File: src/rtl/dap_swj_sequence_pkg.sv
// dap_swj_sequence_pkg
// Shared definitions for the DAP_SWJ_Sequence command worker:
//   - CMSIS-DAP command id and status bytes written into the response
//   - length of the response packet
//   - state encoding of the sequence FSM
package dap_swj_sequence_pkg;

  localparam logic [7:0] DAP_CMD_SWJ_SEQUENCE = 8'h12;
  localparam logic [7:0] DAP_OK               = 8'h00;
  localparam logic [7:0] DAP_ERROR            = 8'hFF;
  localparam logic [9:0] SWJ_SEQ_RESP_LEN     = 10'd2;

  typedef enum logic [2:0] {
    IDLE      = 3'd0,
    GET_COUNT = 3'd1,
    GET_DATA  = 3'd2,
    CLK_LOW   = 3'd3,
    CLK_HIGH  = 3'd4,
    RESP0     = 3'd5,
    RESP1     = 3'd6,
    DONE      = 3'd7
  } swj_seq_state_e;

endpackage

File: src/rtl/dap_swj_sequence_if.sv
// dap_swj_sequence_if
// Bundles the command-worker side of dap_swj_sequence: dispatcher
// start/done, the clock divider from the SWJ register block, the shared
// dap_in payload byte stream and the response RAM write port.
//   master : dispatcher / stream source / RAM owner
//   slave  : the sequence worker
// Signals:
//   start, done                    command handshake (one-cycle pulses)
//   clk_div [DIV_WIDTH]            SWCLK half-period minus one
//   dap_in_tvalid/tready/tdata     payload byte stream
//   ram_write_addr/data/en         response RAM write port
//   packet_len                     response length
interface dap_swj_sequence_if #(
  parameter int DIV_WIDTH = 16
) ();

  logic                 start;
  logic                 done;
  logic [DIV_WIDTH-1:0] clk_div;
  logic                 dap_in_tvalid;
  logic                 dap_in_tready;
  logic [7:0]           dap_in_tdata;
  logic [9:0]           ram_write_addr;
  logic [7:0]           ram_write_data;
  logic                 ram_write_en;
  logic [9:0]           packet_len;

  modport master (
    output start, clk_div, dap_in_tvalid, dap_in_tdata,
    input  done, dap_in_tready, ram_write_addr, ram_write_data,
           ram_write_en, packet_len
  );

  modport slave (
    input  start, clk_div, dap_in_tvalid, dap_in_tdata,
    output done, dap_in_tready, ram_write_addr, ram_write_data,
           ram_write_en, packet_len
  );

endinterface

File: src/rtl/dap_swj_sequence_swj_clk_gen.sv
// swj_clk_gen
// Half-period timer for SWCLK/TCK generation, shared with the JTAG
// sequence worker. While run is high the counter counts down from
// half_period; tick pulses in the last cycle of each half period
// (half_period+1 cycles apart) and the counter reloads itself.
// While run is low the counter stays preloaded, so the first half
// period after run rises is full length.
// Ports:
//   clk, resetn          clock, asynchronous active-low reset
//   run                  1 = a clock phase is in progress
//   half_period          half period minus one, in clk cycles
//   tick                 end of the current half period
module swj_clk_gen #(
  parameter int DIV_WIDTH = 16
) (
  input  logic                 clk,
  input  logic                 resetn,
  input  logic                 run,
  input  logic [DIV_WIDTH-1:0] half_period,
  output logic                 tick
);

  logic [DIV_WIDTH-1:0] count;

  assign tick = run && (count == '0);

  always_ff @(posedge clk or negedge resetn) begin
    if (!resetn) begin
      count <= '0;
    end else if (!run || tick) begin
      count <= half_period;
    end else begin
      count <= count - 1'b1;
    end
  end

endmodule

File: src/rtl/dap_swj_sequence.sv
// dap_swj_sequence
// CMSIS-DAP DAP_SWJ_Sequence (0x12) worker. After the dispatcher pulses
// start, reads the bit count and the payload bytes from dap_in, shifts
// the bits LSB-first onto SWDIO/TMS with a generated SWCLK/TCK, writes
// the response {0x12, status} into response RAM and pulses done.
// Ports:
//   clk, resetn        clock, asynchronous active-low reset
//   bus (slave)        start/done, clk_div, dap_in stream, RAM port,
//                      packet_len (see dap_swj_sequence_if)
//   SWCLK_TCK_O        SWCLK/TCK, idles high
//   SWDIO_TMS_O        SWDIO/TMS data, holds the last bit shifted
//   SWDIO_TMS_T        SWDIO/TMS tristate, 1 = released
//   abort              only with DAP_SWJ_SEQ_ABORT_EN: stop clocking
//                      after the current high phase, drain the rest of
//                      the payload and answer DAP_ERROR
// Optional feature macro: DAP_SWJ_SEQ_ABORT_EN
module dap_swj_sequence
  import dap_swj_sequence_pkg::*;
#(
  parameter int DIV_WIDTH = 16
) (
  input  logic              clk,
  input  logic              resetn,
  dap_swj_sequence_if.slave bus,
  output logic              SWCLK_TCK_O,
  output logic              SWDIO_TMS_O,
  output logic              SWDIO_TMS_T
`ifdef DAP_SWJ_SEQ_ABORT_EN
  ,
  input  logic              abort
`endif
);

  swj_seq_state_e       state;
  logic [DIV_WIDTH-1:0] clk_div_q;
  logic [8:0]           remaining;
  logic [7:0]           shift;
  logic [2:0]           bit_idx;
  logic                 aborted;
  logic                 abort_hit;
  logic                 run;
  logic                 tick;
  logic                 handshake;
  logic [8:0]           bits_left;
  logic [8:0]           skip_bits;

`ifdef DAP_SWJ_SEQ_ABORT_EN
  assign abort_hit = abort;
`else
  assign abort_hit = 1'b0;
`endif

  assign run       = (state == CLK_LOW) || (state == CLK_HIGH);
  assign handshake = bus.dap_in_tvalid && bus.dap_in_tready;
  // Bits still owed after the one finishing now, and how many of those
  // sit in the already-fetched byte (7 - bit_idx) and are skipped on abort.
  assign bits_left = remaining - 9'd1;
  assign skip_bits = {6'd0, ~bit_idx};

  swj_clk_gen #(
    .DIV_WIDTH(DIV_WIDTH)
  ) u_clk_gen (
    .clk        (clk),
    .resetn     (resetn),
    .run        (run),
    .half_period(clk_div_q),
    .tick       (tick)
  );

  // All outputs are registered and updated on the edge that enters the
  // state they belong to. SWCLK stays high while a byte is fetched, so a
  // stalled stream only stretches the high phase.
  always_ff @(posedge clk or negedge resetn) begin
    if (!resetn) begin
      state              <= IDLE;
      clk_div_q          <= '0;
      remaining          <= '0;
      shift              <= '0;
      bit_idx            <= '0;
      aborted            <= 1'b0;
      SWCLK_TCK_O        <= 1'b1;
      SWDIO_TMS_O        <= 1'b1;
      SWDIO_TMS_T        <= 1'b1;
      bus.done           <= 1'b0;
      bus.dap_in_tready  <= 1'b0;
      bus.ram_write_en   <= 1'b0;
      bus.ram_write_addr <= '0;
      bus.ram_write_data <= '0;
      bus.packet_len     <= '0;
    end else begin
      bus.done         <= 1'b0;
      bus.ram_write_en <= 1'b0;

      if (abort_hit && (state inside {GET_COUNT, GET_DATA, CLK_LOW, CLK_HIGH})) begin
        aborted <= 1'b1;
      end

      case (state)
        IDLE: begin
          if (bus.start) begin
            state             <= GET_COUNT;
            clk_div_q         <= bus.clk_div;
            aborted           <= 1'b0;
            bus.dap_in_tready <= 1'b1;
            SWDIO_TMS_T       <= 1'b0;
          end
        end

        GET_COUNT: begin
          // A count byte of zero encodes 256 bits.
          if (handshake) begin
            remaining <= {(bus.dap_in_tdata == 8'h00), bus.dap_in_tdata};
            state     <= GET_DATA;
          end
        end

        GET_DATA: begin
          if (handshake) begin
            if (aborted || abort_hit) begin
              // Draining: discard the byte without clocking it out.
              if (remaining <= 9'd8) begin
                remaining          <= '0;
                state              <= RESP0;
                bus.dap_in_tready  <= 1'b0;
                bus.ram_write_en   <= 1'b1;
                bus.ram_write_addr <= 10'd0;
                bus.ram_write_data <= DAP_CMD_SWJ_SEQUENCE;
              end else begin
                remaining <= remaining - 9'd8;
              end
            end else begin
              shift             <= bus.dap_in_tdata;
              bit_idx           <= '0;
              state             <= CLK_LOW;
              bus.dap_in_tready <= 1'b0;
              SWCLK_TCK_O       <= 1'b0;
              SWDIO_TMS_O       <= bus.dap_in_tdata[0];
            end
          end
        end

        CLK_LOW: begin
          if (tick) begin
            state       <= CLK_HIGH;
            SWCLK_TCK_O <= 1'b1;
          end
        end

        CLK_HIGH: begin
          if (tick) begin
            remaining <= bits_left;
            shift     <= shift >> 1;
            bit_idx   <= bit_idx + 3'd1;
            if (remaining == 9'd1 || ((aborted || abort_hit) && bits_left <= skip_bits)) begin
              state              <= RESP0;
              remaining          <= '0;
              bus.ram_write_en   <= 1'b1;
              bus.ram_write_addr <= 10'd0;
              bus.ram_write_data <= DAP_CMD_SWJ_SEQUENCE;
            end else if (aborted || abort_hit) begin
              // Drop the unsent bits of this byte, keep fetching the rest.
              remaining         <= bits_left - skip_bits;
              state             <= GET_DATA;
              bus.dap_in_tready <= 1'b1;
            end else if (bit_idx == 3'd7) begin
              state             <= GET_DATA;
              bus.dap_in_tready <= 1'b1;
            end else begin
              state       <= CLK_LOW;
              SWCLK_TCK_O <= 1'b0;
              SWDIO_TMS_O <= shift[1];
            end
          end
        end

        RESP0: begin
          state              <= RESP1;
          bus.ram_write_en   <= 1'b1;
          bus.ram_write_addr <= 10'd1;
          bus.ram_write_data <= aborted ? DAP_ERROR : DAP_OK;
        end

        RESP1: begin
          state          <= DONE;
          bus.done       <= 1'b1;
          bus.packet_len <= SWJ_SEQ_RESP_LEN;
        end

        DONE: begin
          state       <= IDLE;
          SWDIO_TMS_T <= 1'b1;
        end

        default: state <= IDLE;
      endcase
    end
  end

endmodule

File: src/flat_wrapper.sv
// flat-port wrapper written by rule: the top's interface ports become plain ports
module dap_swj_sequence_flat import dap_swj_sequence_pkg::*;
#(
  parameter int DIV_WIDTH = 16
)
  (clk, resetn, SWCLK_TCK_O, SWDIO_TMS_O, SWDIO_TMS_T, bus_start, bus_clk_div, bus_dap_in_tvalid, bus_dap_in_tdata, bus_done, bus_dap_in_tready, bus_ram_write_addr, bus_ram_write_data, bus_ram_write_en, bus_packet_len);
  dap_swj_sequence_if #(.DIV_WIDTH(DIV_WIDTH)) bus_i ();
  input  logic clk;
  input  logic resetn;
  output logic SWCLK_TCK_O;
  output logic SWDIO_TMS_O;
  output logic SWDIO_TMS_T;
  input wire logic [$bits(bus_i.start)-1:0] bus_start;
  input wire logic [$bits(bus_i.clk_div)-1:0] bus_clk_div;
  input wire logic [$bits(bus_i.dap_in_tvalid)-1:0] bus_dap_in_tvalid;
  input wire logic [$bits(bus_i.dap_in_tdata)-1:0] bus_dap_in_tdata;
  output wire logic [$bits(bus_i.done)-1:0] bus_done;
  output wire logic [$bits(bus_i.dap_in_tready)-1:0] bus_dap_in_tready;
  output wire logic [$bits(bus_i.ram_write_addr)-1:0] bus_ram_write_addr;
  output wire logic [$bits(bus_i.ram_write_data)-1:0] bus_ram_write_data;
  output wire logic [$bits(bus_i.ram_write_en)-1:0] bus_ram_write_en;
  output wire logic [$bits(bus_i.packet_len)-1:0] bus_packet_len;
  assign bus_i.start = bus_start;
  assign bus_i.clk_div = bus_clk_div;
  assign bus_i.dap_in_tvalid = bus_dap_in_tvalid;
  assign bus_i.dap_in_tdata = bus_dap_in_tdata;
  assign bus_done = bus_i.done;
  assign bus_dap_in_tready = bus_i.dap_in_tready;
  assign bus_ram_write_addr = bus_i.ram_write_addr;
  assign bus_ram_write_data = bus_i.ram_write_data;
  assign bus_ram_write_en = bus_i.ram_write_en;
  assign bus_packet_len = bus_i.packet_len;
  dap_swj_sequence #(.DIV_WIDTH(DIV_WIDTH)) u_core (.clk(clk), .resetn(resetn), .bus(bus_i), .SWCLK_TCK_O(SWCLK_TCK_O), .SWDIO_TMS_O(SWDIO_TMS_O), .SWDIO_TMS_T(SWDIO_TMS_T));
endmodule
File: config.mk
export PLATFORM = sky130hd
export DESIGN_NAME = dap_swj_sequence_flat
export DESIGN_NICKNAME = d
export VERILOG_FILES = /design/src/rtl/dap_swj_sequence_pkg.sv /design/src/rtl/dap_swj_sequence_if.sv /design/src/rtl/dap_swj_sequence_swj_clk_gen.sv /design/src/rtl/dap_swj_sequence.sv /design/src/flat_wrapper.sv
export SDC_FILE = /design/constraint.sdc
export NUM_CORES = 1
export LEC_CHECK = 0
export ABC_AREA = 1
export BUFFER_PORTS_ARGS = -buffer_cell sky130_fd_sc_hd__buf_2
export CAP_MARGIN = 20
export CORE_AREA = 5 5 134 72
export CTS_CLUSTER_DIAMETER = 50
export DETAILED_ROUTE_END_ITERATION = 8
export DIE_AREA = 0 0 139 77
export PLACE_DENSITY = 0.63
export SLEW_MARGIN = 10
export SYNTH_ARGS = -nofsm -noshare
export SYNTH_HDL_FRONTEND = slang
export SYNTH_SLANG_ARGS = --single-unit
File: constraint.sdc
create_clock -name clk -period 4.3 [get_ports clk]
set_clock_uncertainty 0.1 [all_clocks]
set_input_delay 0.215 -clock clk [delete_from_list [all_inputs] [get_ports clk]]
set_output_delay 0.215 -clock clk [all_outputs]
set_load 0.05 [all_outputs]
==> impl_metrics.env <==
export IMPL_status="complete, no violations"
export IMPL_ir_worst_vdd_mv=0.2950
export IMPL_die_height_um=77
export IMPL_antenna_found_initial=0
export IMPL_seq_area_frac_synth=0.4345
export IMPL_drt_iter0_markers=201
export IMPL_cts_root_buf="clkbuf_16"
export IMPL_dr_pass1_iters=5
export IMPL_initial_core_util=0.4326
export IMPL_p_per_area_mw_per_mm2=811.7
export IMPL_via_count=2763
export IMPL_crit_type="flop to flop"
export IMPL_hold_slack_ns=0.01106
export IMPL_min_path_type="input pin to flop"
export IMPL_required_ns=4.47
export IMPL_syn_inst=431
export IMPL_grt_overflow=0
export IMPL_clkTransAtPathRegs_ns=0.06
export IMPL_arrival_ns=2.03
export IMPL_fp_row_count=24
export IMPL_yosys_area_top_type="dfrtp_1"
export IMPL_relSlewSlack=0.5092
export IMPL_min_from="bus_clk_div[15]"
export IMPL_grt_max_degree=58
export IMPL_place_inst=576
export IMPL_register_area_mm2=0.001580
export IMPL_finalCritPeriodShare=0.4328
export IMPL_synth_cell_type_count=37
export IMPL_ys_seq_elements=63
export IMPL_synth_top_area_frac=0.4128
export IMPL_diodes=0
export IMPL_crit_fanout=21
export IMPL_ant_nets=0
export IMPL_port_buffers=37
export IMPL_layoutNonFillerInstCount=593
export IMPL_core_region_area_mm2=0.008408
export IMPL_cts_htree_levels=3
export IMPL_synth_edf_count=0
export IMPL_r2r_start="u_core.state[0]"
export IMPL_totalWireLength_mm=7.488
export IMPL_cts_tree="yes"
export IMPL_drive_gt1_frac=0.2374
export IMPL_min_period_ns=1.861
export IMPL_critPathLaunchType="flop"
export IMPL_synth_area_leaders="dfrtp_1, nand2_1, buf_4"
export IMPL_drc=0
export IMPL_slew_violations=0
export IMPL_clock_sinks=63
export IMPL_multi_input_comb_area_mm2=0.001690
export IMPL_grt_pass1_wl_mm=12.63
export IMPL_max_cap_violations=0
export IMPL_hpwl_mm=5.609
export IMPL_synth_ff_type="dfrtp_1"
export IMPL_syn_area_mm2=0.003637
export IMPL_nNetsFinal=506
export IMPL_critPathLaunch="u_core.state[0]"
export IMPL_dieWidth_um=139
export IMPL_setup_violations=0
export IMPL_postCtsResizedCells=0
export IMPL_cts_max_path_buffers=2
export IMPL_p_leak_uw=0.002097
export IMPL_fmax_ghz=0.5374
export IMPL_post_drt_wl_per_cell_um=12.63
export IMPL_syn_to_final_growth_pct=14.07
export IMPL_vias_per_cell=4.659
export IMPL_grt_pass1_vias=2469
export IMPL_hold_viol=0
export IMPL_worstMarginPinSlew_ns=0.7363
export IMPL_cp_end_kind="flop"
export IMPL_grt_usage=0.1481
export IMPL_finalSetupTns_ns=0
export IMPL_place_gp_congestion=0.8791
export IMPL_yosysWarnings=0
export IMPL_ios=62
export IMPL_avgSynthCellArea_um2=8.439
export IMPL_rsz0062_at_grt="false"
export IMPL_clkLatencyLatePin_ns=0.33
export IMPL_numCtsBuffers=9
export IMPL_fillCellCount=829
export IMPL_die_area_mm2=0.01070
export IMPL_synthArstFlopShare=1.000
-- cell families after synthesis --
family / share of synthesized area
and+or+nand+nor: 0.2439
adders and majority gates: 0.02408
muxes: 0.05470
other: 0.001031
AOI/OAI and AO/OA: 0.08359
DFF: 0.4345
xor gates and xnor gates: 0.03371
buffers and inverters: 0.1245
-- metal layers --
| layer | global-route usage | wire length, µm | part of all wire | vias to the layer above |
|---|---|---|---|---|
| met4 | 0.06543 | 107 | 0.014 | 0 |
| met5 | 0 | 0 | 0 | - |
| met3 | 0.04102 | 581 | 0.078 | 12 |
| met2 | 0.1868 | 2857 | 0.38 | 95 |
| li1 | - | - | - | 1398 |
| met1 | 0.2291 | 3942 | 0.53 | 1258 |
-- worst max-delay path, cell delays in order, from the launching register on --
cell,delay (ns)
dfrtp_1,0.46
nor2_2,0.16
nand2_2,0.24
inv_2,0.22
nand2_1,0.19
inv_2,0.13
nand2_1,0.05
o21ai_0,0.13
nand2_1,0.06
nand2_1,0.05
-- area by class of cell --
cell class / count / share of cell area
multi-input combinational: 312 / 0.4074
sequential: 63 / 0.3809
clock buffer: 10 / 0.05760
timing repair buffer: 39 / 0.04885
inverter: 46 / 0.04403
tap: 117 / 0.03528
clock inverter: 6 / 0.02593
-- worst paths after layout --
| kind | to | slack, ns | depth (start not counted) |
|---|---|---|---|
| worst max-delay path | u_core.remaining[7] | 2.44 | 9 |
| max in group asynchronous | u_core.remaining[5] | 3.01 | 3 |
| worst min register to register | u_core.u_clk_gen.count[0] | 0.36 | 1 |
| worst max register to register | u_core.remaining[7] | 2.44 | 9 |
| min in group asynchronous | u_core.clk_div_q[4] | 0.14 | 2 |
| worst min-delay path | u_core.clk_div_q[15] | 0.01 | 2 |
-- per-stage QoR --
step / worst slack [ns] / util / cell area [µm²] / power [µW]
finish: 2.439 / 0.4935 / 4149 / 3368
global route: 2.255 / 0.4935 / 4149 / 3635
CTS: 2.458 / 0.4935 / 4149 / 3394
detailed placement: 2.447 / 0.4510 / 3792 / 2535
global placement: 2.507 / 0.4510 / 3792 / 2506
floorplan: 2.738 / - / 3724 / 2310
-- state kept, by name, summed over array words and instances (netlist names) --
signal                     flops
u_core.bus.done                1
u_core.SWCLK_TCK_O             1
u_core.shift                   7
u_core.bus.ram_write_en        1
u_core.SWDIO_TMS_O             1
u_core.bit_idx                 3
u_core.bus.dap_in_tready       1
u_core.bus.ram_write_addr      1
u_core.state                   3
u_core.bus.packet_len          1
u_core.bus.ram_write_data      1
u_core.remaining               9
u_core.SWDIO_TMS_T             1
u_core.u_clk_gen.count        16
u_core.clk_div_q              16
-- where the power goes --
group | internal (µW) | leakage [µW] | total, µW | switching [µW]
Sequential | 887 | 0.000764 | 1090 | 208
Combinational | 500 | 0.00116 | 1430 | 934
Clock | 579 | 0.000168 | 839 | 260
Total | 1970 | 0.00210 | 3370 | 1400
-- layout by cell type (no fill, tap or decap), types with 2 or more instances in the layout --
cell / count
nand2_1: 115
dfrtp_1: 60
inv_1: 38
buf_2: 37
nor2_1: 29
o21ai_0: 26
conb_1: 24
nand3_1: 18
o21ai_1: 16
mux2_2: 11
nand2_2: 10
nor2_2: 9
clkbuf_16: 9
xor2_1: 8
ha_1: 7
xnor2_1: 6
inv_2: 5
o21ai_2: 5
mux2_4: 5
a21oi_1: 4
nand2_4: 3
nand4_1: 3
bufinv_16: 3
dfstp_2: 3
nor2_4: 2
nor3_1: 2
inv_4: 2
nor4_1: 2
clkinv_2: 2
-- Yosys cell counts (2+ instances only) --
library cell,instances
xnor2_1,6
inv_1,38
buf_4,26
buf_2,2
nand2_2,10
o21ai_0,26
mux2_2,11
o21ai_1,16
nor2_4,2
nor2_1,29
buf_6,4
nand3_1,18
o21ai_2,5
inv_2,5
nor4_1,2
mux2_4,5
nor2_2,9
ha_1,7
a21oi_1,4
dfrtp_1,60
xor2_1,8
inv_4,2
nand2_4,3
nand2_1,115
dfstp_2,3
nor3_1,2
nand4_1,3
-- what timing repair did --
item	4_1_cts	5_1_grt
hold endpoints to repair	6	0
buffers inserted	0	0
hold buffers	1	0
No activity file was read; power rests on OpenSTA's default activity.
